## config.mk

```make
export PLATFORM = sky130hd
export DESIGN_NAME = flit_sink
export DESIGN_NICKNAME = d
export VERILOG_FILES = /design/src/rtl/flit_sink_pkg.sv /design/src/rtl/sink_fifo.sv /design/src/rtl/flit_sink.sv
export SDC_FILE = /design/constraint.sdc
export NUM_CORES = 1
export LEC_CHECK = 0
export CAP_MARGIN = 20
export CORE_MARGIN = 3
export CORE_UTILIZATION = 35
export CTS_CLUSTER_SIZE = 14
export DETAILED_ROUTE_END_ITERATION = 8
export GPL_TIMING_DRIVEN = 0
export PLACE_DENSITY = 0.57
export SETUP_SLACK_MARGIN = 0.4
export SLEW_MARGIN = 20
export SYNTH_ARGS = -nofsm -noshare
export SYNTH_HDL_FRONTEND = slang
export SYNTH_HIERARCHICAL = 1
export SYNTH_SLANG_ARGS = --single-unit
```

## constraint.sdc

```tcl
create_clock -name clk -period 2.9 [get_ports clk]
set_clock_uncertainty 0.1 [all_clocks]
set_input_delay 0.58 -clock clk [delete_from_list [all_inputs] [get_ports clk]]
set_output_delay 0.58 -clock clk [all_outputs]
set_load 0.05 [all_outputs]
```

## src/rtl/flit_sink_pkg.sv

```systemverilog
// Shared network constants (constants_2D) and helpers for the flit sink.
// Optional build macro used by flit_sink: SINK_DRAIN_THROTTLE_EN.
`ifndef _INC_CONSTANTS_
`define _INC_CONSTANTS_
`define SIZE       4
`define NUM_NODES  16
`define SINK_CNT_W 8
`endif

package flit_sink_pkg;

    localparam int unsigned FLIT_W = `SIZE;
    localparam int unsigned CNT_W  = `SINK_CNT_W;

    localparam logic [CNT_W-1:0] CNT_MAX = '1;

    // Statistics counters stick at all-ones instead of wrapping.
    function automatic logic [CNT_W-1:0] sat_inc(input logic [CNT_W-1:0] v);
        return (v == CNT_MAX) ? v : v + CNT_W'(1);
    endfunction

endpackage

```

## src/rtl/sink_fifo.sv

```systemverilog
// Flit storage for flit_sink: DEPTH x FLIT_W ring buffer with occupancy tracking.
// Caller guarantees push_i is never asserted when full without a same-edge pop.
module sink_fifo
    import flit_sink_pkg::*;
#(
    parameter int unsigned DEPTH = 4
) (
    input  logic                      clk,
    input  logic                      reset,
    input  logic                      push_i,
    input  logic                      pop_i,
    input  logic [FLIT_W-1:0]         wdata_i,
    output logic [FLIT_W-1:0]         rdata_c,
    output logic                      full_c,
    output logic                      empty_c,
    output logic [$clog2(DEPTH):0]    occ_next_c
);

    localparam int unsigned PTR_W = $clog2(DEPTH);
    localparam int unsigned OCC_W = PTR_W + 1;

    logic [FLIT_W-1:0] mem_q [DEPTH];
    logic [PTR_W-1:0]  wr_ptr_q, wr_ptr_d;
    logic [PTR_W-1:0]  rd_ptr_q, rd_ptr_d;
    logic [OCC_W-1:0]  occ_q;

    always_comb begin
        wr_ptr_d   = wr_ptr_q;
        rd_ptr_d   = rd_ptr_q;
        // Power-of-two depth lets the pointers wrap naturally.
        if (push_i) wr_ptr_d = wr_ptr_q + PTR_W'(1);
        if (pop_i)  rd_ptr_d = rd_ptr_q + PTR_W'(1);
        occ_next_c = occ_q + OCC_W'(push_i) - OCC_W'(pop_i);
    end

    assign full_c  = (occ_q == OCC_W'(DEPTH));
    assign empty_c = (occ_q == '0);
    assign rdata_c = mem_q[rd_ptr_q];

    always_ff @(posedge clk or posedge reset) begin
        if (reset) begin
            wr_ptr_q <= '0;
            rd_ptr_q <= '0;
            occ_q    <= '0;
        end else begin
            wr_ptr_q <= wr_ptr_d;
            rd_ptr_q <= rd_ptr_d;
            occ_q    <= occ_next_c;
        end
    end

    // Payload storage needs no reset; pointers define what is valid.
    always_ff @(posedge clk) begin
        if (push_i) mem_q[wr_ptr_q] <= wdata_i;
    end

endmodule

```

## src/rtl/flit_sink.sv

```systemverilog
// Terminal flit consumer: buffers rx flits, drains them, checks routing and keeps stats.
// Build macro SINK_DRAIN_THROTTLE_EN paces pops with a DRAIN_PERIOD timer; otherwise pop every cycle.
module flit_sink
    import flit_sink_pkg::*;
#(
    parameter int unsigned id             = 0,
    parameter int unsigned DEPTH          = 4,
    parameter int unsigned DRAIN_PERIOD   = 4,
    parameter int unsigned expected_flits = 8
) (
    input  logic                   clk,
    input  logic                   reset,
    input  logic                   req,
    input  logic [`SIZE-1:0]       data,
    output logic                   busy,
    output logic [`SINK_CNT_W-1:0] rx_count,
    output logic [`SINK_CNT_W-1:0] err_count,
    output logic                   overflow,
    output logic                   done,
    output logic [`SIZE-1:0]       last_data
);

    localparam int unsigned OCC_W = $clog2(DEPTH) + 1;

    if (DEPTH < 2 || (DEPTH & (DEPTH - 1)) != 0) begin : g_bad_depth
        $error("flit_sink: DEPTH must be a power of two >= 2");
    end
    if (DRAIN_PERIOD < 1) begin : g_bad_period
        $error("flit_sink: DRAIN_PERIOD must be >= 1");
    end

    logic              pop_c, push_c, full_c, empty_c;
    logic [FLIT_W-1:0] rdata_c;
    logic [OCC_W-1:0]  occ_next_c;

    logic              busy_q, busy_d;
    logic [CNT_W-1:0]  rx_q, rx_d;
    logic [CNT_W-1:0]  err_q, err_d;
    logic              ovf_q, ovf_d;
    logic              done_q, done_d;
    logic [FLIT_W-1:0] last_q, last_d;

    sink_fifo #(
        .DEPTH (DEPTH)
    ) u_fifo (
        .clk        (clk),
        .reset      (reset),
        .push_i     (push_c),
        .pop_i      (pop_c),
        .wdata_i    (data),
        .rdata_c    (rdata_c),
        .full_c     (full_c),
        .empty_c    (empty_c),
        .occ_next_c (occ_next_c)
    );

`ifdef SINK_DRAIN_THROTTLE_EN
    localparam int unsigned       TMR_W      = (DRAIN_PERIOD > 1) ? $clog2(DRAIN_PERIOD) : 1;
    localparam logic [TMR_W-1:0]  TMR_RELOAD = TMR_W'(DRAIN_PERIOD - 1);

    logic [TMR_W-1:0] timer_q, timer_d;

    assign pop_c = !empty_c && (timer_q == '0);

    // Timer counts down freely and parks at zero until a flit is available.
    always_comb begin
        timer_d = timer_q;
        if (pop_c)                timer_d = TMR_RELOAD;
        else if (timer_q != '0)   timer_d = timer_q - TMR_W'(1);
    end

    always_ff @(posedge clk or posedge reset) begin
        if (reset) timer_q <= TMR_RELOAD;
        else       timer_q <= timer_d;
    end
`else
    assign pop_c = !empty_c;
`endif

    // A same-edge pop frees the slot, so a full FIFO can still accept.
    assign push_c = req && (!full_c || pop_c);

    always_comb begin
        busy_d = (occ_next_c >= OCC_W'(DEPTH - 1));
        rx_d   = rx_q;
        err_d  = err_q;
        ovf_d  = ovf_q;
        done_d = done_q;
        last_d = last_q;
        if (req && !push_c) ovf_d = 1'b1;
        if (push_c) begin
            rx_d = sat_inc(rx_q);
            if (data != FLIT_W'(id)) err_d = sat_inc(err_q);
            if (expected_flits != 0 && 32'(rx_d) == expected_flits) done_d = 1'b1;
        end
        if (pop_c) last_d = rdata_c;
    end

    always_ff @(posedge clk or posedge reset) begin
        if (reset) begin
            busy_q <= 1'b0;
            rx_q   <= '0;
            err_q  <= '0;
            ovf_q  <= 1'b0;
            done_q <= 1'b0;
            last_q <= '0;
        end else begin
            busy_q <= busy_d;
            rx_q   <= rx_d;
            err_q  <= err_d;
            ovf_q  <= ovf_d;
            done_q <= done_d;
            last_q <= last_d;
        end
    end

    assign busy      = busy_q;
    assign rx_count  = rx_q;
    assign err_count = err_q;
    assign overflow  = ovf_q;
    assign done      = done_q;
    assign last_data = last_q;

endmodule
```

* Yosys cells after proc, flatten, opt, wreduce, memory -nomap -nowiden
Memory sizes are Yosys's and may differ from the RTL's. A register that Yosys moved wholly into a read port is not among the register bits.
Cells that the tools add are included.
** Word-level totals
- Input port bits :: 7
- Memories kept :: 1
- RAM bits :: 16
- Register bits after elaboration :: 26
- Word-level logic and storage cells :: 35
** Memories
- u_fifo.mem_q :: words 4, width 4, rd ports 1, clocked after Yosys merged registers in 1, write ports 1, RTL line sink_fifo.sv:22 : logic [FLIT_W-1:0] mem_q [DEPTH];
** Operators by class
- Bitwise logic cells :: 1
- Equality and inequality tests :: 4
- Reduce and logical (&&, ||, !) cells :: 11
- $lt $le $gt $ge :: 1
- Mux-type cells :: 3
- Add/subtract/negate cells :: 6
** Operators by type and width (number)
- 8-bit by 1-bit adder with 8-bit output (second input constant) :: 2
- 8-bit equality test (second input constant) :: 2
- 8-bit by 4-bit equality test with 1-bit output (second input constant) :: 1
- 8-bit 2-to-1 mux :: 1
- 2-bit by 1-bit adder with 2-bit output (second input constant) :: 2
- 1-bit zero test :: 4
- 4-bit nonzero test :: 1
- 3-bit by 1-bit adder with 3-bit output :: 1
- 3-bit equality test (second input constant) :: 1
- 3-bit by 2-bit greater-or-equal comparator with 1-bit output (second input constant) :: 1
- 3-bit zero test :: 1
- 3-bit AND reduction :: 1
- 3-bit by 1-bit subtractor with 3-bit output :: 1
- 1-bit logical AND :: 2
- 1-bit 2-to-1 mux :: 2
- 2-bit AND reduction :: 1
- 1-bit logical OR :: 1
- 1-bit NOT :: 1

* Logic depth before layout (Yosys ltp)
Gate-level depths: netlist of run 1.
- Depth in word-level cells :: 7
- Gate-level depth with buffers :: 9
- Gate-level depth less buffers :: 8

* Modules after synthesis
The synthesis of run 1 kept the hierarchy.
** Modules (own cells, without submodules)
- flit_sink :: area each 1131.1 sq um, instances 1, sequential area each 575.6 sq um, cells an instance 97
- sink_fifo :: area each 970.9 sq um, instances 1, sequential area each 655.6 sq um, cells an instance 56

* Worst setup path after synthesis of run 1
No wires, ideal clock.
- Path kind :: reg2reg
- Start :: register u_fifo.occ_q[2]
- End :: register busy_q, in the netlist busy
- Arrival time :: 1946 ps
- Setup time :: 118 ps
- Data required time :: 2682 ps
- Stages on the path, launching flop included :: 10
- Buffers on the path :: 1
- Setup slack :: 736 ps
- Path through :: dfrtp_1 -> nor3_1 -> buf_6 -> inv_1 -> ha_1 -> inv_1 -> ha_1 -> fa_1 -> xnor2_1 -> a21o_1
** On the way
- Word-level cells in the longest chain between the ends :: 7
- Elaborated cells on any way between the ends :: 9
- Those cells by class :: add/sub (2); order compare (1); eq/ne (1); reduce/logical (5)
** Ends and longest elaborated chain
- from (decl) :: RTL line sink_fifo.sv:25 : logic [OCC_W-1:0] occ_q;
- from (signal assigned) :: RTL line sink_fifo.sv:48 : occ_q <= occ_next_c;
- 3-bit zero test * :: RTL line sink_fifo.sv:37 : assign empty_c = (occ_q == '0);
- via empty_c :: RTL line flit_sink.sv:32 : logic pop_c, push_c, full_c, empty_c;
- 1-bit zero test * :: RTL line flit_sink.sv:77 : assign pop_c = !empty_c;
- via pop_c :: RTL line flit_sink.sv:32
- 1-bit logical OR :: RTL line flit_sink.sv:81 : assign push_c = req && (!full_c || pop_c);
- 1-bit logical AND :: RTL line flit_sink.sv:81
- 3-bit by 1-bit adder with 3-bit output :: RTL line sink_fifo.sv:33 : occ_next_c = occ_q + OCC_W'(push_i) - OCC_W'(pop_i);
- 3-bit by 1-bit subtractor with 3-bit output * :: RTL line sink_fifo.sv:33
- via occ_next_c[2] :: RTL line flit_sink.sv:34 : logic [OCC_W-1:0] occ_next_c;
- 3-bit by 2-bit greater-or-equal comparator with 1-bit output * :: RTL line flit_sink.sv:84 : busy_d = (occ_next_c >= OCC_W'(DEPTH - 1));
- via busy_d :: RTL line flit_sink.sv:36 : logic busy_q, busy_d;
- to (signal assigned) :: RTL line flit_sink.sv:108 : busy_q <= busy_d;
- to (decl) :: RTL line flit_sink.sv:36
The timed path passes the listed nets; every way through them passes the cells marked *.
A chain may end at the register's enable or synchronous reset.

* Final worst setup path of run 1
- Start :: input req
- End :: register busy_q, in the netlist busy
** On the way
- Word-level cells in the longest chain between the ends :: 4
** Ends and longest elaborated chain
- from (decl) :: RTL line flit_sink.sv:13 : input logic req,
- 1-bit logical AND :: RTL line flit_sink.sv:81
- via push_c :: RTL line flit_sink.sv:32
- 3-bit by 1-bit adder with 3-bit output :: RTL line sink_fifo.sv:33
- 3-bit by 1-bit subtractor with 3-bit output :: RTL line sink_fifo.sv:33
- via occ_next_c[1] :: RTL line flit_sink.sv:34
- 3-bit by 2-bit greater-or-equal comparator with 1-bit output :: RTL line flit_sink.sv:84
- via busy_d :: RTL line flit_sink.sv:36
The timed path passes the listed nets, and every way through them passes these cells.

==> flow_summary.yaml, run 1 <==
cells_and_area:
  area_growth_pct: 22.6
  nNetsFinal: 205
  num_antenna_cells: 0
  drive_above_1_share_pct: 17.4
setup_path:
  rrSetupSlack_ns: 0.58
  worst_path_max_delay_cell: "a21boi_4"
  r2r-start: "u_fifo/occ_q[2]$_DFF_PP0_"
  crit_chain: "clkdlybuf4s50_1 -> a21boi_4 -> ha_1 -> fa_1 -> a21o_1"
  cp_top_family: "adder cells"
  crit_type: "input port to flip-flop"
  cpPeakStageDelay_ns: 0.49
  critPathMaxFanout: 17
  cp.arrival_ns: 2.44
  path_buf_inv: 1
  critPathLaunch: "req"
  required_ns: 2.99
  endpoint_kind: "flip-flop"
  cp-start-kind: "input port"
route:
  routedWlPerCell_microns: 14.5
  routed_via_density: 4.87
  wl_microns: 3790
  firstDrtPassIters: 4
  num_vias: 1277
  drtIter0Drc: 64
  drc: 0
  antenna_left: 0
sta:
  setup_viol: 0
  fin_crit_sh_pct: 81.1
  timing.final.crit_period_ns: 2.35
  layout_setup_ws_ns: 0.549
  hold_viol: 0
  slew_headroom_pct: 37.0
  fmax_ghz: 0.425
  maxSlewViolCount: 0
  max_slew.worst_pin.slew_ns: 0.944
  tns_ns: 0
  rsz0062_at_grt: "false"
clock_tree:
  cts_sinks: 46
  ctsResizeCount: 0
  cts_buffers: 5
  path_clk_slew_ns: 0.09
  clock_insertion_delay_worst_skew_ns: 0.29
  cts_setup_buffers: 0
  cts_max_level: 2
  holdBufCountCts: 0
  clockRootBuffer: "clkbuf_8"
  cts_buffer_depth: 2
  tritoncts: "yes"
floorplanning:
  dieArea_sq_um: 6970
  core_sq_um: 5640
  die_w_microns: 83.5
  die_y_microns: 83.5
  ios: 30
  rows: 27
  start_util_pct: 37.3
status:
  status: "finished, final reports clean"
place:
  dp_slack_ns: 0.236
  dp_hpwl_microns: 2770
  numPortBuffers: 29
  routabilityCongestion: 0.780
yosys:
  yosysWarnings: 6
  yosysUniqueCellTypes: 37
  synthCells: 153
  syn_area_sq_um: 2100
  ys_seq_area_share_pct: 58.6
  ys_seq_elements: 46
  synth_fp_nets: 169
  avgSynthCellArea_sq_um: 13.7
global_routing:
  grt_start_max_net_pins: 24
  grt_pass1_wl_microns: 6640
  grt_overflow_total: 0
  antenna_found_initial: 0
  grt_pass1_vias: 1370
  grt.total_usage_pct: 11.8
power:
  p_total_w: 0.00311
  leakagePower_nw: 1.07
  ir_drop_v: 0.000897
  power_density_nw_per_um2: 1210
job:
  drv_cap: 0
min_path:
  hp-start: "overflow$_DFFE_PP0P_"
  hp-class: "flip-flop to flip-flop"
final cells by class:
type,instances,area [sq um]
Buffer,2,22.5
Clock buffer,5,68.8
Clock inverter,3,25.0
Fill cell,517,3070
Inverter,11,41.3
Multi-Input combinational cell,94,807
Sequential cell,46,1230
Tap cell,72,90.1
Timing Repair Buffer,29,290
per-layer routing:
metal	wire length [microns]	GRT usage [%]
met1	1730	15.2
met2	1890	19.9
met3	140	2.67
met4	30	3.22
met5	0	0
logic make-up after synthesis:
family | Yosys count | share of synthesized area [%]
XOR/XNOR | 14 | 5.83
AND/OR/NAND/NOR | 42 | 10.8
adder cells (fa/ha/maj) | 9 | 5.71
flip-flops | 46 | 58.6
multiplexers | 13 | 9.23
AO/OA/AOI/OAI | 16 | 6.79
buffers and inverters | 13 | 3.04
where the power goes:
part	internal [W]	switching, W	leakage (nW)
combinational	0.000643	0.000926	0.520
sequential	0.000924	0.000234	0.508
clock	0.000174	0.000214	0.0447
placed cells by master (no fill, tap or decap), drive strengths merged, types with 3 or more instances in the layout:
master	instances
mux4	4
nand4	4
nor2	9
dfrtp	30
xnor2	6
xor2	8
inv	12
nor3	3
clkbuf	5
mux2	8
edfxtp	16
o21ai	5
clkdlybuf4s50	29
nand3	6
nand2	10
and2	4
ha	8
state kept, by name (all words and copies together), names as in the netlist:
signal,count
rx_count,8
u_fifo/wr_ptr_q,2
u_fifo/occ_q,3
err_count,8
u_fifo/mem_q,16
last_data,4
done,1
u_fifo/rd_ptr_q,2
overflow,1
busy,1
final timing paths:
check | end | depth (start not counted)
max reg2reg | busy$_DFF_PP0_ | 9
min in group asynchronous | u_fifo/occ_q[2]$_DFF_PP0_ | 2
max | busy$_DFF_PP0_ | 5
min reg2reg | overflow$_DFFE_PP0P_ | 1
min | overflow$_DFFE_PP0P_ | 1
max in group asynchronous | err_count[6]$_DFFE_PP0P_ | 2
stage by stage:
| step | util, % | hold slack [ns] | cells | instance area, sq um |
|---|---|---|---|---|
| detailed placement | 44.0 | 0.362 | 254 | 2480 |
| floorplan | - | 0.283 | 153 | 2100 |
| global route | 45.7 | 0.404 | 262 | 2580 |
| CTS | 45.7 | 0.381 | 262 | 2580 |
| global placement | 44.0 | 0.352 | 254 | 2480 |
| finish | 45.7 | 0.375 | 262 | 2580 |
cell usage after synthesis:
| cell | number | area [sq um] |
|---|---|---|
| a21boi_0 | 1 | 7.51 |
| a21boi_4 | 1 | 18.8 |
| a21o_1 | 1 | 7.51 |
| a21oi_1 | 1 | 5.00 |
| a31o_2 | 2 | 17.5 |
| a31oi_1 | 1 | 6.26 |
| a41oi_1 | 1 | 8.76 |
| and2_1 | 4 | 25.0 |
| and3_1 | 2 | 12.5 |
| buf_6 | 2 | 22.5 |
| dfrtp_1 | 30 | 751 |
| edfxtp_1 | 16 | 480 |
| fa_1 | 1 | 20.0 |
| ha_1 | 8 | 100 |
| inv_1 | 11 | 41.3 |
| mux2_2 | 7 | 78.8 |
| mux2_4 | 1 | 15.0 |
| mux2i_1 | 1 | 10.0 |
| mux4_2 | 4 | 90.1 |
| nand2_1 | 10 | 37.5 |
| nand3_1 | 6 | 30.0 |
| nand4_1 | 3 | 18.8 |
| nand4_2 | 1 | 12.5 |
| nor2_1 | 9 | 33.8 |
| nor2b_1 | 1 | 6.26 |
| nor3_1 | 1 | 5.00 |
| nor3_2 | 2 | 20.0 |
| nor4b_1 | 1 | 8.76 |
| o2111ai_2 | 1 | 15.0 |
| o211ai_4 | 1 | 21.3 |
| o21ai_0 | 4 | 20.0 |
| o21ai_2 | 1 | 8.76 |
| o22ai_1 | 1 | 6.26 |
| or2_2 | 1 | 6.26 |
| or4_4 | 1 | 11.3 |
| xnor2_1 | 6 | 52.6 |
| xor2_1 | 8 | 70.1 |
No activity file was read; power rests on OpenSTA's default activity.
==> run 2: changes to the inputs <==
==> constraint.sdc (replaced) <==
create_clock -name clk -period 2.2 [get_ports clk]
set_clock_uncertainty 0.1 [all_clocks]
set_input_delay 0.44 -clock clk [delete_from_list [all_inputs] [get_ports clk]]
set_output_delay 0.44 -clock clk [all_outputs]
set_load 0.05 [all_outputs]
==> run 2 against run 1 <==
Compared with the run above:
- combinational power is 47% higher
- total power is 44% higher
- clock-buffer cell count is 1 higher
- critical path type is now flip-flop to flip-flop
- sequential cell count stayed put
- worst hold slack worse by 0.075 ns
- sequential share of layout area is 4.6 points lower
- highest routed layer unchanged
- non-clock buffer count is 16 higher
- final area is 11% higher
- die area stayed put
- sequential power is 33% higher
==> flow_summary.yaml, run 2 (synthesized netlist as in run 1, its figures left out) <==
power:
  leakagePower_nw: 1.20
  power_frac_seq_pct: 34.5
  ir_drop_v: 0.000746
  intPower_w: 0.00255
  switching_power_w: 0.00193
  p_comb_share_pct: 51.6
  power.share.switching_pct: 43.1
  clockPowerShare_pct: 13.9
  power_density_nw_per_um2: 1560
floorplanning:
  dieArea_sq_um: 6970
  die_y_microns: 83.5
  rows: 27
  ios: 30
  start_util_pct: 37.3
  core_sq_um: 5640
  die_w_microns: 83.5
clock_tree:
  holdBufCountCts: 0
  path_clk_slew_ns: 0.09
  cts_buffers: 5
  clockRootBuffer: "clkbuf_8"
  cts_sinks: 46
  tritoncts: "yes"
  clock_insertion_delay_worst_skew_ns: 0.30
  cts_max_level: 2
  cts_buffer_depth: 2
sta:
  tns_ns: 0
  layout_setup_ws_ns: 0.157
  setup_viol: 0
  maxSlewViolCount: 0
  rsz0062_at_grt: "true"
  fin_crit_sh_pct: 92.9
  slew_headroom_pct: 37.9
  max_slew.worst_pin.slew_ns: 0.930
  hold_viol: 0
  fin_hold_ws_ns: 0.301
  fmax_ghz: 0.489
  timing.final.crit_period_ns: 2.04
cells_and_area:
  design_area_sq_um: 2870
  num_antenna_cells: 0
  mostFrequentLayoutCells: "24 x dfrtp_1, 16 x edfxtp_1, 10 x nand2_1, 10 x dlygate4sd2_1, 10 x clkdlybuf4s15_2"
  drive_above_1_share_pct: 44.2
  top_register: "u_fifo/mem_q"
  largest_reg_flops: 16
  area_growth_pct: 36.4
  n_fill_cell: 476
  multiInputGateArea_sq_um: 927
  nNetsFinal: 221
  regArea_sq_um: 1240
  mostFrequentLayoutCell: "dfrtp_1"
route:
  routed_via_density: 4.83
  drtIter0Drc: 62
  drc: 0
  routedWlPerCell_microns: 15.0
  firstDrtPassIters: 4
  num_vias: 1344
  wl_microns: 4160
  antenna_left: 0
global_routing:
  grt_overflow_total: 0
  grt.total_usage_pct: 12.8
  antenna_found_initial: 0
  grt_pass1_vias: 1458
  grt_pass1_wl_microns: 7060
  grt_start_max_net_pins: 24
setup_path:
  cp.arrival_ns: 2.14
  cp-start-kind: "flip-flop"
  r2r-start: "u_fifo/occ_q[2]$_DFF_PP0_"
  endpoint_kind: "flip-flop"
  r2r_cells: 9
  critPathMaxFanout: 2
  required_ns: 2.29
  rrSetupSlack_ns: 0.16
  crit_type: "flip-flop to flip-flop"
  worstReg2RegEnd: "busy$_DFF_PP0_"
status:
  status: "finished, final reports clean"
place:
  dp_hpwl_microns: 2880
  dp_slack_ns: -0.298
  place_area_sq_um: 2550
  numPortBuffers: 29
  routabilityCongestion: 0.789
min_path:
  hp-class: "input port to async pin"
job:
  drv_cap: 0
==> run 2: changes by cell type in the layout (fill, tap and decap cells not counted), moves of 5 or more <==
cell and delta:
clkdlybuf4s50_1 -26, clkdlybuf4s15_2 +10, dlygate4sd2_1 +10, buf_4 +8, clkbuf_2 +6, dfrtp_1 -6, dfrtp_2 +6, nor2_1 -6
nor2_2 +6, buf_6 +5
==> run 2: final cells by class <==
type,instances,share of cell area (%)
plain buffers,2,0.786
clock buffers,6,2.53
clock inverters,2,1.31
inverters,11,1.62
multi-input cells,94,32.3
flip-flops and latches,46,43.2
well taps,72,3.14
repair buffers,45,15.1
==> run 2: per-stage QoR <==
step | total power, W | instances | utilization, %
after CTS | 0.00449 | 274 | 50.0
after global placement | 0.00371 | 254 | 45.2
after floorplan | 0.00314 | 153 | -
final | 0.00448 | 278 | 50.8
after detailed placement | 0.00379 | 254 | 45.2
after global routing | 0.00477 | 278 | 50.8
==> run 2: power by group through the flow <==
stage	Sequential, W	Clock (W)	Combinational [W]
after floorplan	0.00216	0	0.000974
after global placement	0.00154	0	0.00217
after detailed placement	0.00157	0	0.00222
after CTS	0.00155	0.000635	0.00231
after global routing	0.00160	0.000683	0.00248
final	0.00154	0.000624	0.00231
==> run 2: worst max-delay path, cell delays in order (launching register included) <==
cell and delay [ns]:
dfrtp_1 0.39, nor3_2 0.19, buf_6 0.13, inv_4 0.03, ha_4 0.26, inv_4 0.03, ha_4 0.14, fa_2 0.35
xnor2_2 0.15, a21o_1 0.16
==> run 2: repair_timing <==
item | 4_1_cts | 5_1_grt
buffers inserted | 12 | 4
endpoints found under the setup margin | 54 | 40
gates resized for setup | 63 | 25
pin swaps | 14 | 5
==> run 2: worst max path at each step <==
stage                              startpoint             end  slack (ns)  cells past startpoint
finish              u_fifo/occ_q[2]$_DFF_PP0_  busy$_DFF_PP0_        0.16                      9
global route        u_fifo/occ_q[2]$_DFF_PP0_  busy$_DFF_PP0_        0.08                      9
global placement                          req  busy$_DFF_PP0_       -0.27                      5
detailed placement                        req  busy$_DFF_PP0_       -0.30                      5
floorplan           u_fifo/occ_q[1]$_DFF_PP0_  busy$_DFF_PP0_        0.15                      9
CTS                 u_fifo/occ_q[2]$_DFF_PP0_  busy$_DFF_PP0_        0.14                      9
==> run 2: layer usage <==
| layer | track usage [%] | wire, microns | vias to the layer above |
|---|---|---|---|
| met3 | 4.05 | 148 | 5 |
| met1 | 16.5 | 1840 | 670 |
| met4 | 4.24 | 49 | 0 |
| met2 | 20.5 | 2120 | 25 |
| met5 | 0 | 0 | - |
| li1 | - | - | 644 |
